[src/rtl/johnson_decoder.sv]
// Johnson code receiver: legality check, step-order tracking and binary phase decode with lock.
// Latency: every output is registered and appears 1 cycle after the in_valid sample.
// Backpressure: none. A sample is taken on every in_valid cycle; optional err_cnt under JOHNSON_DEC_ERRCNT_EN.
module johnson_decoder #(
    parameter int N        = 4,
    parameter int LOCK_CNT = 4,
    parameter int IW       = $clog2(2*N)
) (
    input  logic          clk,
    input  logic          rst,
    input  logic          in_valid,
    input  logic [N-1:0]  jin,
    output logic [IW-1:0] idx,
    output logic          idx_valid,
    output logic          illegal,
    output logic          seq_err,
    output logic          locked
`ifdef JOHNSON_DEC_ERRCNT_EN
    ,
    output logic [7:0]    err_cnt
`endif
);

    // PW holds values up to 2N; CW holds the step counter up to LOCK_CNT.
    localparam int PW = IW + 1;
    localparam int CW = $clog2(LOCK_CNT + 1);

    localparam logic [PW-1:0] TWO_N    = PW'(2 * N);
    localparam logic [IW-1:0] LAST_IDX = IW'(2 * N - 1);
    localparam logic [CW-1:0] LOCK_VAL = CW'(LOCK_CNT);

    typedef enum logic [1:0] {
        UNLOCKED = 2'd0,
        ACQUIRE  = 2'd1,
        LOCKED   = 2'd2
    } state_t;

    state_t        state_q, state_d;
    logic [CW-1:0] cnt_q, cnt_d;
    // The last legal index doubles as the visible idx: both update only on legal samples.
    logic [IW-1:0] idx_q, idx_d;
    logic          idx_valid_q, idx_valid_d;
    logic          illegal_q, illegal_d;
    logic          seq_err_q, seq_err_d;

    logic [PW-1:0] pop;
    logic [PW-1:0] n_trans;
    logic          legal;
    logic [IW-1:0] dec;
    logic [IW-1:0] succ_idx;
    logic          is_succ;
    logic          is_repeat;

    // Classify and decode the incoming code: a Johnson code has at most one bit transition.
    always_comb begin
        pop     = '0;
        n_trans = '0;
        for (int i = 0; i < N; i++) begin
            pop = pop + PW'(jin[i]);
        end
        for (int i = 0; i < N - 1; i++) begin
            n_trans = n_trans + PW'(jin[i] ^ jin[i+1]);
        end
        legal = (n_trans <= PW'(1));
        // Filling half counts ones upward; draining half (bit0 set) counts down from 2N.
        if (jin[0] == 1'b0) begin
            dec = IW'(pop);
        end else begin
            dec = IW'(TWO_N - pop);
        end
        succ_idx  = (idx_q == LAST_IDX) ? '0 : idx_q + IW'(1);
        is_succ   = (dec == succ_idx);
        is_repeat = (dec == idx_q);
    end

    // Lock FSM next-state and registered-pulse next values.
    always_comb begin
        state_d     = state_q;
        cnt_d       = cnt_q;
        idx_d       = idx_q;
        idx_valid_d = 1'b0;
        illegal_d   = 1'b0;
        seq_err_d   = 1'b0;
        if (in_valid) begin
            if (!legal) begin
                illegal_d = 1'b1;
                seq_err_d = (state_q == LOCKED);
                state_d   = UNLOCKED;
                cnt_d     = '0;
            end else begin
                idx_valid_d = 1'b1;
                idx_d       = dec;
                unique case (state_q)
                    UNLOCKED: begin
                        state_d = ACQUIRE;
                        cnt_d   = '0;
                    end
                    ACQUIRE: begin
                        if (is_succ) begin
                            if (cnt_q + CW'(1) == LOCK_VAL) begin
                                state_d = LOCKED;
                                cnt_d   = '0;
                            end else begin
                                cnt_d = cnt_q + CW'(1);
                            end
                        end else if (!is_repeat) begin
                            cnt_d = '0;
                        end
                    end
                    LOCKED: begin
                        if (!is_succ && !is_repeat) begin
                            seq_err_d = 1'b1;
                            state_d   = ACQUIRE;
                            cnt_d     = '0;
                        end
                    end
                    default: begin
                        state_d = UNLOCKED;
                        cnt_d   = '0;
                    end
                endcase
            end
        end
    end

    // State and output registers; reset wins over any sample in the same cycle.
    always_ff @(posedge clk) begin
        if (!rst) begin
            state_q     <= UNLOCKED;
            cnt_q       <= '0;
            idx_q       <= '0;
            idx_valid_q <= 1'b0;
            illegal_q   <= 1'b0;
            seq_err_q   <= 1'b0;
        end else begin
            state_q     <= state_d;
            cnt_q       <= cnt_d;
            idx_q       <= idx_d;
            idx_valid_q <= idx_valid_d;
            illegal_q   <= illegal_d;
            seq_err_q   <= seq_err_d;
        end
    end

`ifdef JOHNSON_DEC_ERRCNT_EN
    logic [7:0] err_cnt_q;

    // Saturating error count; one increment per erroring sample even if both pulses fire.
    always_ff @(posedge clk) begin
        if (!rst) begin
            err_cnt_q <= '0;
        end else if ((illegal_d || seq_err_d) && (err_cnt_q != 8'hFF)) begin
            err_cnt_q <= err_cnt_q + 8'd1;
        end
    end

    assign err_cnt = err_cnt_q;
`endif

    assign idx       = idx_q;
    assign idx_valid = idx_valid_q;
    assign illegal   = illegal_q;
    assign seq_err   = seq_err_q;
    assign locked    = (state_q == LOCKED);

endmodule
[config.mk]
export PLATFORM = sky130hd
export DESIGN_NAME = johnson_decoder
export DESIGN_NICKNAME = d
export VERILOG_FILES = /design/src/rtl/johnson_decoder.sv
export SDC_FILE = /design/constraint.sdc
export NUM_CORES = 1
export LEC_CHECK = 0
export ABC_CLOCK_PERIOD_IN_PS = 4300
export CAP_MARGIN = 20
export CORE_ASPECT_RATIO = 0.7
export CORE_UTILIZATION = 40
export CTS_CLUSTER_DIAMETER = 150
export DETAILED_ROUTE_END_ITERATION = 8
export GPL_ROUTABILITY_DRIVEN = 0
export SYNTH_ARGS = -nofsm -noshare
export SYNTH_HDL_FRONTEND = slang
export SYNTH_SLANG_ARGS = --single-unit
[constraint.sdc]
create_clock -name clk -period 4.3 [get_ports clk]
set_input_delay 0.86 -clock clk [delete_from_list [all_inputs] [get_ports clk]]
set_output_delay 0.86 -clock clk [all_outputs]
set_load 0.005 [all_outputs]
* After elaboration in Yosys (flattened, before gate mapping)
Index checks and enable logic that the tools add are counted.
Word-level totals: flip-flop bits (word level) 11, latch bits 0, memory bits (writable) 0, ROM bits 0, input bits 7, output and inout bits 7, memories 0
Cells by class: add/subtract/negate cells 8, $mul 0, divide/modulo/power cells 0, order comparisons 1, eq/ne operators 10, shifts and indexed selects 0, muxes and demuxes 18, bitwise operators 3, reduce and logical (&&, ||, !) cells 8
Operators by type and width (count):
- $mux 3 | 7
- $mux 2 | 4
- $add 2x1->3 | 2
- $add 3x1->3 const B | 2
- $eq 3x3->1 | 2
- $eq 3x3->1 const B | 2
- $ne 3x3->1 const B | 2
- $pmux 2 s3 | 1
- $pmux 3 s2 | 1
- $mux 1 | 5
- $add 1x1->2 | 2
- $ne 4x4->1 const B | 1
- $reduce_and 2->1 | 2
- $reduce_and 4->1 | 1
- $add 3x1->3 | 1
- $le 3x1->1 const B | 1
- $ne 3x2->1 const B | 1
- $reduce_and 3->1 | 1
- $sub 1x3->3 const A | 1
- $xor 1x1->1 | 3
- $eq 2x1->1 const B | 1
- $eq 2x2->1 const B | 1
- $logic_not 1->1 | 2
- $logic_not 2->1 | 1
- $logic_and 1x1->1 | 1

* Longest topological paths before layout
word-level depth 11, gate-level depth with buffers 12, depth with buffers taken out 12

* Worst setup path after synthesis
No wires, ideal clock.
path kind input to register, from in jin[0], to reg cnt_q[2], library setup time 0.126 ns, data arrival time 3.307 ns, required time 4.174 ns, setup slack 0.867 ns, stages 12, path buffers 0, cell sequence inv_1 > fa_1 > inv_1 > ha_1 > ha_1 > inv_1 > ha_1 > mux2i_2 > xnor2_1 > or3_1 > a311oi_2 > o31ai_1
Between the ends: cells in the longest elaborated chain, start to end 10, elaborated cells between the ends (all ways) 20, classes of those cells add/sub: 6; order compare: 1; eq/ne: 4; mux: 4; bitwise: 1; reduce/logical: 4
Ends and longest elaborated chain:
- start: declaration | line 12 | input logic [N-1:0] jin,
- $add 1x1->2 | line 59 | pop = pop + PW'(jin[i]);
- $add 2x1->3 | line 59
- $add 3x1->3 | line 59
- $sub 1x3->3 | line 69 | dec = IW'(TWO_N - pop);
- $mux 3 | line 66 | if (jin[0] == 1'b0) begin
- $eq 3x3->1 (on tied branches) | line 72, 73
- $logic_not 1->1 | line 111 | if (!is_succ && !is_repeat) begin
- $logic_and 1x1->1 | line 111
- $ne 3x2->1 (no source line)
- $reduce_and 3->1 (no source line)
- end signal: assignment | line 137 | cnt_q <= cnt_d;
- end: declaration | line 39 | logic [CW-1:0] cnt_q, cnt_d;
Parallel ways exist; a longest one is shown, timed or not. A chain may end at the register's enable or synchronous reset.

* Final worst setup path
from in jin[1], to reg cnt_q[0]
Same word-level chain as after synthesis.

==> out/metrics.cfg <==
[timing]
finalHoldViolations = 0
fin_crit_ns = 3.903
fin_tns_setup_ns = 0
period_share = 0.9076
finClkSkew_ns = 0.0005099
rsz0062_at_grt = no
worst_pin_slew_ns = 0.3841
fmax_mhz = 256.2
max-slew-margin-rel = 0.7430
setup_viol = 0
drv_slew = 0

[floorplan]
io_pins = 14
dieArea_um2 = 2152
core_um2 = 1854
row_count = 13
die_w_um = 55.02
die_y_um = 39.11
start_util = 0.4244

[routing]
drt-wirelength-per-cell_um = 11.24
route.detailed.drc = 0
ant_nets = 0
wirelength_um = 1484
drt_iter0_drc = 7
vias_per_cell = 4.939
num_vias = 652
dr.pass1.iters = 4

[clocking]
cts_tree = yes
h-tree-depth = 1
numCtsBuffers = 3
clock_latency_ns = 0.27
clockBufferDepth = 2
hold_buffers = 0
cts_setup_buffers = 0
cts.clk_slew.worst_paths_ns = 0.07
clock_sinks = 11
ctsResizeCount = 0
cts_root_buffer = clkbuf_4

[global_routing]
antenna_found_initial = 0
gr-total-overflow = 0
grt_pass1_wl_um = 2677
track_usage = 0.1856
grt_pass1_vias = 633
grt_max_degree = 8

[cells_and_area]
final_cell_area_um2 = 985.9
final.fill_count = 184
drive_above_1_share = 0.07273
nets = 128
diodes = 0
area_delta_synth_final_pct = 25.28

[yosys]
synth-compound-area-share = 0.1479
yosys_warnings = 0
synth_xor_area_frac = 0.1113
seq_area_frac_synth = 0.2798
synth_cell_type_count = 28
synthTopCellsByArea = dfxtp_1 28%, ha_1 13%, xnor2_1 8.9%, inv_1 7.2%, fa_1 5.1%
synth_fa_ha_area_frac = 0.1781
synth_mux_area_frac = 0.03021
synth_top_area_frac = 0.2798
avgSynthCellArea_um2 = 8.648
synth-main-ff-cell = dfxtp_1
syn_area_um2 = 787.0
synthArstFlopShare = 0
synth_top_family_by_area = simple AND/OR/NAND/NOR gates
synth-edff-count = 0
yosysTopAreaCell = dfxtp_1
ys_ff_latch = 11
synth_cells = 91
syn_nets = 108
synth_most_common_cell = inv_1
synth_commonest_cells = 15 x inv_1, 11 x dfxtp_1, 8 x ha_1, 8 x xnor2_1, 7 x nor2_1
synth-simple-area-share = 0.1812

[worst_hold_path]
min_to = cnt_q[2]
hold_start = cnt_q[2]
holdPathStages = 2
hold_path_class = reg2reg

[pwr]
p_leak_nw = 0.4295
ir_drop_uv = 207.6
p_per_area_nw_per_um2 = 301.2

[run]
cap_violations = 0

[critical_path]
reg2reg_to = cnt_q[0]
timing.rr.start = idx[0]
critPathArrivalTime_ns = 4.06
reg2regPathDepth = 7
r2r_slack_ns = 2.21
slowest_delay_ns = 0.54
cp-end-kind = flop
crit_path_top_delay_cell = clkdlybuf4s50_1
criticalPathCategory = in2reg
cp_data_required_time_ns = 4.45
critPathMaxFanout = 3
path_cells = clkdlybuf4s50_1 > inv_1 > fa_1 > inv_1 > ha_1 > ha_1 > inv_1 > ha_1 > mux2i_2 > xnor2_1 > or3_1 > a311oi_2 > o31ai_1
startpoint_type = input port

[placement]
portBuffers = 13
place_hpwl_um = 1223
placed_cell_area_um2 = 959.7

[run_status]
status = completed

[critical path, delay by kind of cell]
kind / cells / cell delay (ns)
fa+ha+maj: 4 / 1.24
buf+inv: 4 / 0.71
compound gates: 2 / 0.44
simple gates: 1 / 0.40
mux: 1 / 0.25
xor+xnor: 1 / 0.16
[cells by family after synthesis]
group / count (synthesis)
compound gates: 16
xor+xnor: 10
fa+ha+maj: 10
buf+inv: 15
flops: 11
mux: 2
simple gates: 27
[stage by stage]
| stage | power (mW) | hold WS, ns | utilization | std cells | setup WS [ns] |
|---|---|---|---|---|---|
| 6_report | 0.2969 | 0.4848 | 0.5317 | 132 | 0.3972 |
| 5_1_grt | 0.3192 | 0.5433 | 0.5317 | 132 | 0.1865 |
| 4_1_cts | 0.3010 | 0.4853 | 0.5317 | 132 | 0.3714 |
| 3_5_place_dp | 0.2285 | 0.4766 | 0.5175 | 128 | 0.07865 |
| 3_3_place_gp | 0.2279 | 0.4755 | 0.5175 | 128 | 0.1304 |
| 2_1_floorplan | 0.1928 | 0.4501 | - | 91 | 0.8673 |
[flip-flops by register name (all words and copies together) (netlist names)]
signal / cells
idx: 3
cnt_q: 3
state_q: 2
illegal: 1
seq_err: 1
idx_valid: 1
[placed cells by master, fill, tap and decap left out, drive strengths merged, types with 3 or more instances in the layout]
| master | Yosys | routed |
|---|---|---|
| clkdlybuf4s50 | 0 | 13 |
| xnor2 | 8 | 8 |
| dfxtp | 11 | 11 |
| nor2 | 7 | 7 |
| nor3 | 4 | 4 |
| inv | 15 | 15 |
| o31ai | 3 | 3 |
| nand2 | 3 | 3 |
| ha | 8 | 8 |
| clkbuf | 0 | 4 |
| nand3 | 3 | 3 |
| o21ai | 4 | 4 |
| nor2b | 5 | 5 |
[routing by layer]
metal	wire, um	track usage	part of all wire	vias to the layer above
li1	-	-	-	346
met5	0	0	0	-
met2	580	0.2681	0.39	14
met1	819	0.2345	0.55	290
met3	75	0.08235	0.051	2
met4	8	0.08125	0.0054	0
[area by class of cell]
type / count / area (um2) / area share
clock buffers: 4 / 26.28 / 0.02665
inverters: 15 / 56.30 / 0.05711
multi-input cells: 65 / 510.5 / 0.5178
well taps: 22 / 27.53 / 0.02792
flip-flops and latches: 11 / 220.2 / 0.2233
repair buffers: 15 / 145.1 / 0.1472
[worst max path at each step]
stage	start	cells after the start	to
3_5_place_dp	jin[1]	13	cnt_q[0]
5_1_grt	jin[1]	13	cnt_q[0]
6_report	jin[1]	13	cnt_q[0]
2_1_floorplan	jin[0]	12	cnt_q[2]
4_1_cts	jin[1]	13	cnt_q[0]
3_3_place_gp	jin[1]	13	cnt_q[1]
[where the power goes]
| group | total, mW | internal, mW | switching [mW] |
|---|---|---|---|
| logic | 0.113 | 0.0542 | 0.0589 |
| clock network | 0.0710 | 0.0360 | 0.0351 |
| registers | 0.113 | 0.108 | 0.00530 |
Note: power is estimated with default switching activity, not from simulation.
